$ cat src/rtl/com_rx_pkg.sv
// Shared com-link definitions: PID bytes, btype codes, field lengths,
// error codes, receiver state encoding and the byte-wide CRC helpers.
package com_rx_pkg;

  // Link bytes. DATA1 and the preamble share 8'h5A; only the byte's
  // position right after SYNC tells them apart.
  localparam logic [7:0] PID_IDLE  = 8'h00;
  localparam logic [7:0] PID_SYNC  = 8'h0F;
  localparam logic [7:0] PID_PREM  = 8'h5A;
  localparam logic [7:0] PID_ACK   = 8'h2D;
  localparam logic [7:0] PID_NAK   = 8'hA5;
  localparam logic [7:0] PID_STL   = 8'hE1;
  localparam logic [7:0] PID_STAT  = 8'hD2;
  localparam logic [7:0] PID_DATA0 = 8'h96;
  localparam logic [7:0] PID_DATA1 = 8'h5A;

  // Packet type codes reported to the link controller.
  localparam logic [3:0] BAG_NONE  = 4'b0000;
  localparam logic [3:0] BAG_ACK   = 4'b0001;
  localparam logic [3:0] BAG_NAK   = 4'b0010;
  localparam logic [3:0] BAG_STL   = 4'b0011;
  localparam logic [3:0] BAG_STAT  = 4'b1000;
  localparam logic [3:0] BAG_DATA0 = 4'b1101;
  localparam logic [3:0] BAG_DATA1 = 4'b1110;

  // Length field bytes, CRC16 bytes, minimum preamble run.
  localparam int NLEN = 2;
  localparam int CLEN = 2;
  localparam int PLEN = 4;

  localparam logic [11:0] RAM_ADDR_INIT_DEF = 12'hFF0;
  localparam logic [11:0] MAX_DLEN_DEF      = 12'hFFF;

  // Receive status codes.
  localparam logic [1:0] ERR_OK  = 2'b00;
  localparam logic [1:0] ERR_CRC = 2'b01;
  localparam logic [1:0] ERR_PID = 2'b10;
  localparam logic [1:0] ERR_LEN = 2'b11;

  // CRC polynomials (implicit top term), zero initial value, MSB-first.
  localparam logic [15:0] CRC16_POLY = 16'h8005;
  localparam logic [4:0]  CRC5_POLY  = 5'h05;

  typedef enum logic [3:0] {
    S_IDLE  = 4'd0,
    S_WAIT  = 4'd1,
    S_PREM  = 4'd2,
    S_WPID  = 4'd3,
    S_DNUM  = 4'd4,
    S_WORK  = 4'd5,
    S_CRC5  = 4'd6,
    S_CRC16 = 4'd7,
    S_DONE  = 4'd8
  } rx_state_t;

  // Advance a CRC16 register by one byte, MSB first.
  function automatic logic [15:0] crc16_byte(input logic [15:0] c_in, input logic [7:0] d);
    logic [15:0] c;
    logic        fb;
    c = c_in;
    for (int i = 7; i >= 0; i--) begin
      fb = c[15] ^ d[i];
      c  = {c[14:0], 1'b0};
      if (fb) c = c ^ CRC16_POLY;
    end
    return c;
  endfunction

  // Advance a CRC5 register by one byte, MSB first.
  function automatic logic [4:0] crc5_byte(input logic [4:0] c_in, input logic [7:0] d);
    logic [4:0] c;
    logic       fb;
    c = c_in;
    for (int i = 7; i >= 0; i--) begin
      fb = c[4] ^ d[i];
      c  = {c[3:0], 1'b0};
      if (fb) c = c ^ CRC5_POLY;
    end
    return c;
  endfunction

endpackage

$ cat src/rtl/com_rx_if.sv
// Receiver-side bundle of the com link: start/done handshake, link byte,
// RAM write port and packet status.
//
// Handshake: the controller raises fs to arm the receiver and holds it for the
// whole packet; the receiver raises fd when the status outputs are final and
// keeps it high until fs is seen low. Dropping fs before fd abandons the packet.
// com_rxd carries one byte per clock with no valid qualifier (8'h00 when idle);
// ram_txen qualifies ram_txa/ram_txd for exactly one cycle per byte.
interface com_rx_if;
  logic        fs;
  logic        fd;
  logic [7:0]  com_rxd;
  logic [11:0] ram_addr_init;
  logic [11:0] ram_txa;
  logic [7:0]  ram_txd;
  logic        ram_txen;
  logic [3:0]  rx_btype;
  logic [11:0] rx_dlen;
  logic [1:0]  rx_err;

  modport master (
    output fs, com_rxd, ram_addr_init,
    input  fd, ram_txa, ram_txd, ram_txen, rx_btype, rx_dlen, rx_err
  );

  modport slave (
    input  fs, com_rxd, ram_addr_init,
    output fd, ram_txa, ram_txd, ram_txen, rx_btype, rx_dlen, rx_err
  );
endinterface

$ cat src/rtl/com_rx_crc.sv
// Payload CRC engine: CRC5 and CRC16 updated in parallel, one byte per
// enabled clock, with a synchronous clear that wins over the enable.
module com_rx_crc
  import com_rx_pkg::*;
(
  input  logic        i_clk,
  input  logic        i_clr,
  input  logic        i_en,
  input  logic [7:0]  i_din,
  output logic [7:0]  o_c5,
  output logic [15:0] o_c16
);

  logic [4:0]  r_c5;
  logic [15:0] r_c16;

  // Clear to zero, otherwise fold in one byte when enabled.
  always_ff @(posedge i_clk) begin
    if (i_clr) begin
      r_c5  <= '0;
      r_c16 <= '0;
    end else if (i_en) begin
      r_c5  <= crc5_byte(r_c5, i_din);
      r_c16 <= crc16_byte(r_c16, i_din);
    end
  end

  assign o_c5  = {3'b000, r_c5};
  assign o_c16 = r_c16;

endmodule

$ cat src/rtl/com_rx.sv
// com link packet receiver: hunts preamble/SYNC, decodes PID, length,
// payload and CRC, writes payload to packet RAM and reports status via fs/fd.
module com_rx #(
  parameter int          PLEN          = com_rx_pkg::PLEN,
  parameter logic [11:0] RAM_ADDR_INIT = com_rx_pkg::RAM_ADDR_INIT_DEF,
  parameter logic [11:0] MAX_DLEN      = com_rx_pkg::MAX_DLEN_DEF
) (
  input  logic                  i_clk,
  input  logic                  i_rst,
  com_rx_if.slave               bus,
  output com_rx_pkg::rx_state_t o_dbg_state
);
  import com_rx_pkg::*;

  localparam logic [11:0] PLEN_W    = 12'(PLEN);
  localparam logic [11:0] NLEN_LAST = 12'(NLEN - 1);
  localparam logic [11:0] CLEN_LAST = 12'(CLEN - 1);

  rx_state_t   r_state;
  logic [7:0]  r_rxd;
  logic [11:0] r_num;
  logic [11:0] r_ram_txa;
  logic [7:0]  r_ram_txd;
  logic        r_ram_txen;
  logic [3:0]  r_btype;
  logic [11:0] r_dlen;
  logic [1:0]  r_err;
  logic [7:0]  r_crc_hi;

  rx_state_t   w_state_nx;
  logic [11:0] w_num_nx;
  logic [11:0] w_txa_nx;
  logic [7:0]  w_txd_nx;
  logic        w_txen_nx;
  logic [3:0]  w_btype_nx;
  logic [11:0] w_dlen_nx;
  logic [1:0]  w_err_nx;
  logic [7:0]  w_crc_hi_nx;
  logic        w_crc_clr;
  logic        w_crc_en;
  logic [11:0] w_len;
  logic [7:0]  w_c5;
  logic [15:0] w_c16;

  // Full length as seen while the second length byte sits in r_rxd.
  assign w_len = {r_dlen[11:8], r_rxd};

  com_rx_crc u_crc (
    .i_clk (i_clk),
    .i_clr (i_rst | w_crc_clr),
    .i_en  (w_crc_en),
    .i_din (r_rxd),
    .o_c5  (w_c5),
    .o_c16 (w_c16)
  );

  // Next-state and datapath decisions, all decoding from the registered byte.
  always_comb begin
    w_state_nx  = r_state;
    w_num_nx    = r_num;
    w_txa_nx    = r_ram_txen ? (r_ram_txa + 12'd1) : r_ram_txa;
    w_txd_nx    = r_ram_txd;
    w_txen_nx   = 1'b0;
    w_btype_nx  = r_btype;
    w_dlen_nx   = r_dlen;
    w_err_nx    = r_err;
    w_crc_hi_nx = r_crc_hi;
    w_crc_clr   = 1'b0;
    w_crc_en    = 1'b0;

    case (r_state)
      S_IDLE: w_state_nx = S_WAIT;

      S_WAIT: begin
        // A write still pending from an abandoned packet uses the old address
        // this cycle; the reload only affects the next packet.
        w_num_nx  = '0;
        w_txa_nx  = bus.ram_addr_init;
        w_err_nx  = ERR_OK;
        w_crc_clr = 1'b1;
        if (bus.fs) w_state_nx = S_PREM;
      end

      S_PREM: begin
        if (!bus.fs) begin
          w_state_nx = S_WAIT;
        end else if (r_rxd == PID_PREM) begin
          // Saturate so an arbitrarily long preamble never wraps to zero.
          if (r_num != 12'hFFF) w_num_nx = r_num + 12'd1;
        end else if (r_rxd == PID_SYNC && r_num >= PLEN_W) begin
          w_num_nx   = '0;
          w_state_nx = S_WPID;
        end else begin
          w_num_nx = '0;
        end
      end

      S_WPID: begin
        if (!bus.fs) begin
          w_state_nx = S_WAIT;
        end else begin
          w_dlen_nx = '0;
          w_num_nx  = '0;
          case (r_rxd)
            PID_ACK:   begin w_btype_nx = BAG_ACK;   w_state_nx = S_DONE; end
            PID_NAK:   begin w_btype_nx = BAG_NAK;   w_state_nx = S_DONE; end
            PID_STL:   begin w_btype_nx = BAG_STL;   w_state_nx = S_DONE; end
            PID_STAT:  begin w_btype_nx = BAG_STAT;  w_state_nx = S_DNUM; end
            PID_DATA0: begin w_btype_nx = BAG_DATA0; w_state_nx = S_DNUM; end
            PID_DATA1: begin w_btype_nx = BAG_DATA1; w_state_nx = S_DNUM; end
            default: begin
              w_btype_nx = BAG_NONE;
              w_err_nx   = ERR_PID;
              w_state_nx = S_DONE;
            end
          endcase
        end
      end

      S_DNUM: begin
        if (!bus.fs) begin
          w_state_nx = S_WAIT;
        end else if (r_num != NLEN_LAST) begin
          // Upper nibble of the first length byte is reserved.
          w_dlen_nx = {r_rxd[3:0], 8'h00};
          w_num_nx  = r_num + 12'd1;
        end else begin
          w_dlen_nx = w_len;
          w_num_nx  = '0;
          if (w_len == 12'd0 || {1'b0, w_len} > {1'b0, MAX_DLEN}) begin
            w_err_nx   = ERR_LEN;
            w_state_nx = S_DONE;
          end else begin
            w_state_nx = S_WORK;
          end
        end
      end

      S_WORK: begin
        if (!bus.fs) begin
          w_state_nx = S_WAIT;
        end else begin
          w_txd_nx  = r_rxd;
          w_txen_nx = 1'b1;
          w_crc_en  = 1'b1;
          if (r_num == r_dlen - 12'd1) begin
            w_num_nx   = '0;
            w_state_nx = (r_btype == BAG_STAT) ? S_CRC5 : S_CRC16;
          end else begin
            w_num_nx = r_num + 12'd1;
          end
        end
      end

      S_CRC5: begin
        if (!bus.fs) begin
          w_state_nx = S_WAIT;
        end else begin
          if (r_rxd != w_c5) w_err_nx = ERR_CRC;
          w_state_nx = S_DONE;
        end
      end

      S_CRC16: begin
        if (!bus.fs) begin
          w_state_nx = S_WAIT;
        end else if (r_num != CLEN_LAST) begin
          w_crc_hi_nx = r_rxd;
          w_num_nx    = r_num + 12'd1;
        end else begin
          if ({r_crc_hi, r_rxd} != w_c16) w_err_nx = ERR_CRC;
          w_num_nx   = '0;
          w_state_nx = S_DONE;
        end
      end

      S_DONE: begin
        if (!bus.fs) w_state_nx = S_WAIT;
      end

      default: w_state_nx = S_IDLE;
    endcase
  end

  // State, input byte and datapath registers with synchronous reset.
  always_ff @(posedge i_clk) begin
    if (i_rst) begin
      r_state    <= S_IDLE;
      r_rxd      <= PID_IDLE;
      r_num      <= '0;
      r_ram_txa  <= RAM_ADDR_INIT;
      r_ram_txd  <= '0;
      r_ram_txen <= 1'b0;
      r_btype    <= BAG_NONE;
      r_dlen     <= '0;
      r_err      <= ERR_OK;
      r_crc_hi   <= '0;
    end else begin
      r_state    <= w_state_nx;
      r_rxd      <= bus.com_rxd;
      r_num      <= w_num_nx;
      r_ram_txa  <= w_txa_nx;
      r_ram_txd  <= w_txd_nx;
      r_ram_txen <= w_txen_nx;
      r_btype    <= w_btype_nx;
      r_dlen     <= w_dlen_nx;
      r_err      <= w_err_nx;
      r_crc_hi   <= w_crc_hi_nx;
    end
  end

  assign bus.fd       = (r_state == S_DONE);
  assign bus.ram_txa  = r_ram_txa;
  assign bus.ram_txd  = r_ram_txd;
  assign bus.ram_txen = r_ram_txen;
  assign bus.rx_btype = r_btype;
  assign bus.rx_dlen  = r_dlen;
  assign bus.rx_err   = r_err;
  assign o_dbg_state  = r_state;

endmodule

$ cat src/flat_wrapper.sv
// flat-port wrapper written by rule: the top's interface ports become plain ports
module com_rx_flat import com_rx_pkg::*;
#(
  parameter int          PLEN          = com_rx_pkg::PLEN,
  parameter logic [11:0] RAM_ADDR_INIT = com_rx_pkg::RAM_ADDR_INIT_DEF,
  parameter logic [11:0] MAX_DLEN      = com_rx_pkg::MAX_DLEN_DEF
)
  (i_clk, i_rst, o_dbg_state, bus_fs, bus_com_rxd, bus_ram_addr_init, bus_fd, bus_ram_txa, bus_ram_txd, bus_ram_txen, bus_rx_btype, bus_rx_dlen, bus_rx_err);
  com_rx_if bus_i ();
  input  logic i_clk;
  input  logic i_rst;
  output com_rx_pkg::rx_state_t o_dbg_state;
  input wire logic [$bits(bus_i.fs)-1:0] bus_fs;
  input wire logic [$bits(bus_i.com_rxd)-1:0] bus_com_rxd;
  input wire logic [$bits(bus_i.ram_addr_init)-1:0] bus_ram_addr_init;
  output wire logic [$bits(bus_i.fd)-1:0] bus_fd;
  output wire logic [$bits(bus_i.ram_txa)-1:0] bus_ram_txa;
  output wire logic [$bits(bus_i.ram_txd)-1:0] bus_ram_txd;
  output wire logic [$bits(bus_i.ram_txen)-1:0] bus_ram_txen;
  output wire logic [$bits(bus_i.rx_btype)-1:0] bus_rx_btype;
  output wire logic [$bits(bus_i.rx_dlen)-1:0] bus_rx_dlen;
  output wire logic [$bits(bus_i.rx_err)-1:0] bus_rx_err;
  assign bus_i.fs = bus_fs;
  assign bus_i.com_rxd = bus_com_rxd;
  assign bus_i.ram_addr_init = bus_ram_addr_init;
  assign bus_fd = bus_i.fd;
  assign bus_ram_txa = bus_i.ram_txa;
  assign bus_ram_txd = bus_i.ram_txd;
  assign bus_ram_txen = bus_i.ram_txen;
  assign bus_rx_btype = bus_i.rx_btype;
  assign bus_rx_dlen = bus_i.rx_dlen;
  assign bus_rx_err = bus_i.rx_err;
  com_rx #(.PLEN(PLEN), .RAM_ADDR_INIT(RAM_ADDR_INIT), .MAX_DLEN(MAX_DLEN)) u_core (.i_clk(i_clk), .i_rst(i_rst), .bus(bus_i), .o_dbg_state(o_dbg_state));
endmodule
$ cat config.mk
export PLATFORM = sky130hd
export DESIGN_NAME = com_rx_flat
export DESIGN_NICKNAME = d
export VERILOG_FILES = /design/src/rtl/com_rx_pkg.sv /design/src/rtl/com_rx_if.sv /design/src/rtl/com_rx_crc.sv /design/src/rtl/com_rx.sv /design/src/flat_wrapper.sv
export SDC_FILE = /design/constraint.sdc
export NUM_CORES = 1
export LEC_CHECK = 0
export CAP_MARGIN = 20
export CORE_MARGIN = 5
export CORE_UTILIZATION = 47
export CTS_BUF_LIST = sky130_fd_sc_hd__clkbuf_8
export CTS_CLUSTER_SIZE = 40
export DETAILED_ROUTE_END_ITERATION = 8
export PLACE_DENSITY = 0.8
export SYNTH_ARGS = -nofsm -noshare
export SYNTH_HDL_FRONTEND = slang
export SYNTH_SLANG_ARGS = --single-unit
$ cat constraint.sdc
create_clock -name i_clk -period 2.3 [get_ports i_clk]
set_input_delay 0.46 -clock i_clk [delete_from_list [all_inputs] [get_ports i_clk]]
set_output_delay 0.46 -clock i_clk [all_outputs]
set_load 0.01 [all_outputs]
==> impl_results.md <==
- CTS clk-pin slew, worst paths: 0.10 ns
- WP data required: 2.53 ns
- Synth Area in Compound Gates: 17.6%
- Critical path capture point type: flop
- Worst skew pair latency: 0.38 ns
- Synth Instances: 674
- Hold Slack: 0.461 ns
- Actual slew at the worst max-slew pin: 0.561 ns
- Final period util: 97.9%
- Min cycle time layout: 2.25 ns
- Final core utilization: 60.4%
- Flop-to-flop setup slack: 0.05 ns
- FP Rows: 39
- Crit path cell chain: nor4_4 > nand4b_1 > xnor2_2 > nor4_4 > nand3_2 > a2111oi_4 > a311oi_1
- Syn nets: 702
- Pin count of the biggest net entering global routing: 51
- Slowest CP cell: nor4_4
- Die width: 117 um
- Post-synth top area cell: dfxtp_1
- Top cells by area, synth: dfxtp_1 34%, xnor2_1 9.5%, nand2_1 5.8%, nor2_1 4.9%, xor2_1 4.4%
- Initial antenna violation count: 0
- Residual DRC: 0
- CP delay by family, top: simple AND/OR/NAND/NOR gates
- Multiplexer share of the synthesized area: 3.17%
- Sw Ratio: 40.3%
- Worst-path fanout max: 4
- Hold Vio Cnt, Final: 0
- Crit Path Class: flop to flop
- CTS tree: done
- Leakage power: 2.41 nW
- Clock buffer depth: 2
- Yosys cell types: 70
- # diodes: 0
- Area growth syn-to-layout: 26.9%
- Final slew viol count: 0
- Simple-gate area share of the yosys netlist: 25.7%
- Synth top cells by count: 92 x dfxtp_1, 83 x nand2_1, 70 x nor2_1, 59 x xnor2_1, 45 x a21oi_1
- FF-to-FF End: u_core.o_dbg_state[0]$_SDFFE_PP0P_
- Crit path arrival time: 2.48 ns
- Initial core utilization: 47.6%
- Total routed wirelength: 15100 um
- Share of cells above drive strength 1: 17.6%
- Headroom to the max-slew limit: 62.6%
- Hold Buf Count CTS: 0
- Worst Hold Class: flop to flop
- Unrepaired setup endpoints after global routing: true
- Final Skew: 0.0163 ns
- Clock group share of total power: 19.8%
- Root Buffer: clkbuf_8
- Floorplan core area: 0.0114 sq mm
- Worst path depth: 7
- Avg WL per Cell: 16.6 um
- Syn_area_per_cell: 8.03 sq um
- Async set-reset flop share out of synthesis: 0%
- Most numerous cell in the Yosys netlist: dfxtp_1
- Max Cap Viol: 0
- Final setup vio count: 0
- Seq/Total Area, Yosys: 34.0%
- Die area: 0.0138 sq mm
- Post-Synth XOR/XNOR Area: 13.9%
- Pre-antenna DRT Iters: 5
- Critical Path Most Common Cell: nor4_4
- Max VDD drop: 0.000483 V
- Synth Warn #: 0
- Die H: 117 um
- Worst Hold Depth: 2
- Iteration-0 DRC Markers: 371
- Top FF cell, synth: dfxtp_1
- TNS Setup: 0 ns
- Setup crit start kind: flop
- Pint: 3.15 mW
- Global-route wire length before repair: 24800 um
- Gr ovfl total: 0
- CP bufs+invs: 0
- CP startpoint: u_core.bus.rx_dlen[2]$_SDFFE_PP0P_
- # H-tree levels: 3
- Cell area after synthesis: 0.00542 sq mm
- IO Port Bufs: 66
- FF-to-FF Start: u_core.bus.rx_dlen[2]$_SDFFE_PP0P_
- Critical Path Max Stage Delay: 0.37 ns
- Sink Count: 92
- Final nets: 790
- Synth Register Bits: 92
- Max Freq: 0.444 GHz
- CTS buffer count: 9
- Vias: 5173
- Vias per inst: 5.68
- Vias in the first global route: 5030
- Synth Area in Adders: 1.16%
- Outcome: finished, final reports clean
- Io pins: 67
- Main combinational cell family by area after synthesis: simple AND/OR/NAND/NOR gates
- Crit path to: u_core.o_dbg_state[0]$_SDFFE_PP0P_
- FF-to-FF path depth: 7
- Sequential power share: 37.1%
- Gpl congestion: 0.951
- DP HPWL: 11000 um
- Comb power frac: 43.1%
- Total track usage: 21.4%
- Post-route ant nets: 0
- Switching power: 2.13 mW
- Power per Cell Area: 768 mW/mm^2
- Final Total Pwr: 5.28 mW
- EDFF count, synth: 0
- Post-synth top area share: 34.0%
-- power by group through the flow --
stage	clock (mW)	combinational (mW)	sequential (mW)
2_1_floorplan	0	1.35	2.00
3_3_place_gp	0	2.10	1.98
3_5_place_dp	0	2.15	1.99
4_1_cts	1.06	2.17	1.95
5_1_grt	1.13	2.49	1.99
6_report	1.04	2.28	1.96
-- cells in the final DEF, fill, tap and decap left out, types with 4 or more instances in the layout --
cell type / count
mux2i_1: 16
a22oi_1: 4
dfxtp_2: 13
a31oi_1: 5
nor2b_1: 12
ha_1: 4
nor3_2: 8
nand2_1: 82
xor2_1: 26
buf_4: 51
a21oi_1: 45
inv_1: 10
nand3_1: 21
a211oi_1: 13
nand3b_1: 5
nand4_1: 11
nand2b_1: 6
clkbuf_8: 9
nor4_1: 6
nor2_1: 66
nor2_2: 4
a211oi_2: 5
o21ai_0: 12
clkdlybuf4s50_1: 64
o211ai_1: 14
or2_2: 5
a32oi_1: 4
nor3_1: 16
dfxtp_1: 79
xnor2_1: 58
nor4_4: 4
-- cell families after synthesis --
kind of cell | count (synthesis)
adder cells (fa/ha/maj) | 5
buffers and inverters | 56
multiplexers | 17
XOR/XNOR | 86
AND/OR/NAND/NOR | 279
AO/OA/AOI/OAI | 139
flip-flops | 92
-- how the worst min path moves through the flow --
stage,startpoint,endpoint
floorplan,u_core.u_crc.o_c16[3]$_SDFFE_PP0P_,u_core.u_crc.o_c16[11]$_SDFFE_PP0P_
global placement,u_core.bus.ram_txd[3]$_SDFFE_PP0P_,u_core.bus.ram_txd[3]$_SDFFE_PP0P_
detailed placement,u_core.bus.ram_txd[4]$_SDFFE_PP0P_,u_core.bus.ram_txd[4]$_SDFFE_PP0P_
CTS,u_core.bus.ram_txd[4]$_SDFFE_PP0P_,u_core.bus.ram_txd[4]$_SDFFE_PP0P_
finish,u_core.bus.ram_txd[4]$_SDFFE_PP0P_,u_core.bus.ram_txd[4]$_SDFFE_PP0P_
global route,u_core.bus.ram_txd[2]$_SDFFE_PP0P_,u_core.bus.ram_txd[2]$_SDFFE_PP0P_
-- what timing repair did --
action | 4_1_cts | 5_1_grt
pin swaps | 1 | 5
setup buffers | 1 | 3
gates resized for setup | 3 | 47
endpoints found under the setup margin | 6 | 31
-- layer usage --
layer  track usage, %  share of wire (%)  vias to the layer above
met5                0                  0                        -
met4             7.98                1.9                        0
met1             27.7                 44                     2433
li1                 -                  -                     2543
met2             35.5                 49                      171
met3             3.85                4.9                       26
-- layout make-up --
cell class | count | area (sq um)
clock inverters | 7 | 56.3
inverters | 13 | 48.8
repair buffers | 120 | 1090
well taps | 143 | 179
clock buffers | 9 | 124
flip-flops and latches | 92 | 1860
multi-input cells | 526 | 3520
fillers | 1016 | 4500
-- flip-flops by register name, indices dropped and copies added, names as in the netlist --
signal               flops
u_core.r_num            12
u_core.o_dbg_state       4
u_core.bus.rx_btype      4
u_core.bus.ram_txen      1
u_core.bus.rx_dlen      12
u_core.r_crc_hi          8
u_core.bus.ram_txd       8
u_core.bus.ram_txa      12
u_core.bus.rx_err        2
u_core.r_rxd             8
u_core.u_crc.o_c16      16
u_core.u_crc.r_c5        5
-- metrics by stage --
| step | setup slack (ns) | instances | cell area, sq um |
|---|---|---|---|
| after floorplan | 0.0224 | 674 | 5420 |
| after global placement | 0.0690 | 890 | 6460 |
| after detailed placement | -0.0236 | 890 | 6460 |
| after CTS | 0.00360 | 907 | 6660 |
| after global routing | -0.0739 | 910 | 6870 |
| final | 0.0491 | 910 | 6870 |
-- tightest hold or removal path, stage by stage (launching register included) --
cell	delay, ns
dfxtp_1	0.32
nand2_1	0.05
a21oi_1	0.05
No activity file was read; power rests on OpenSTA's default activity.
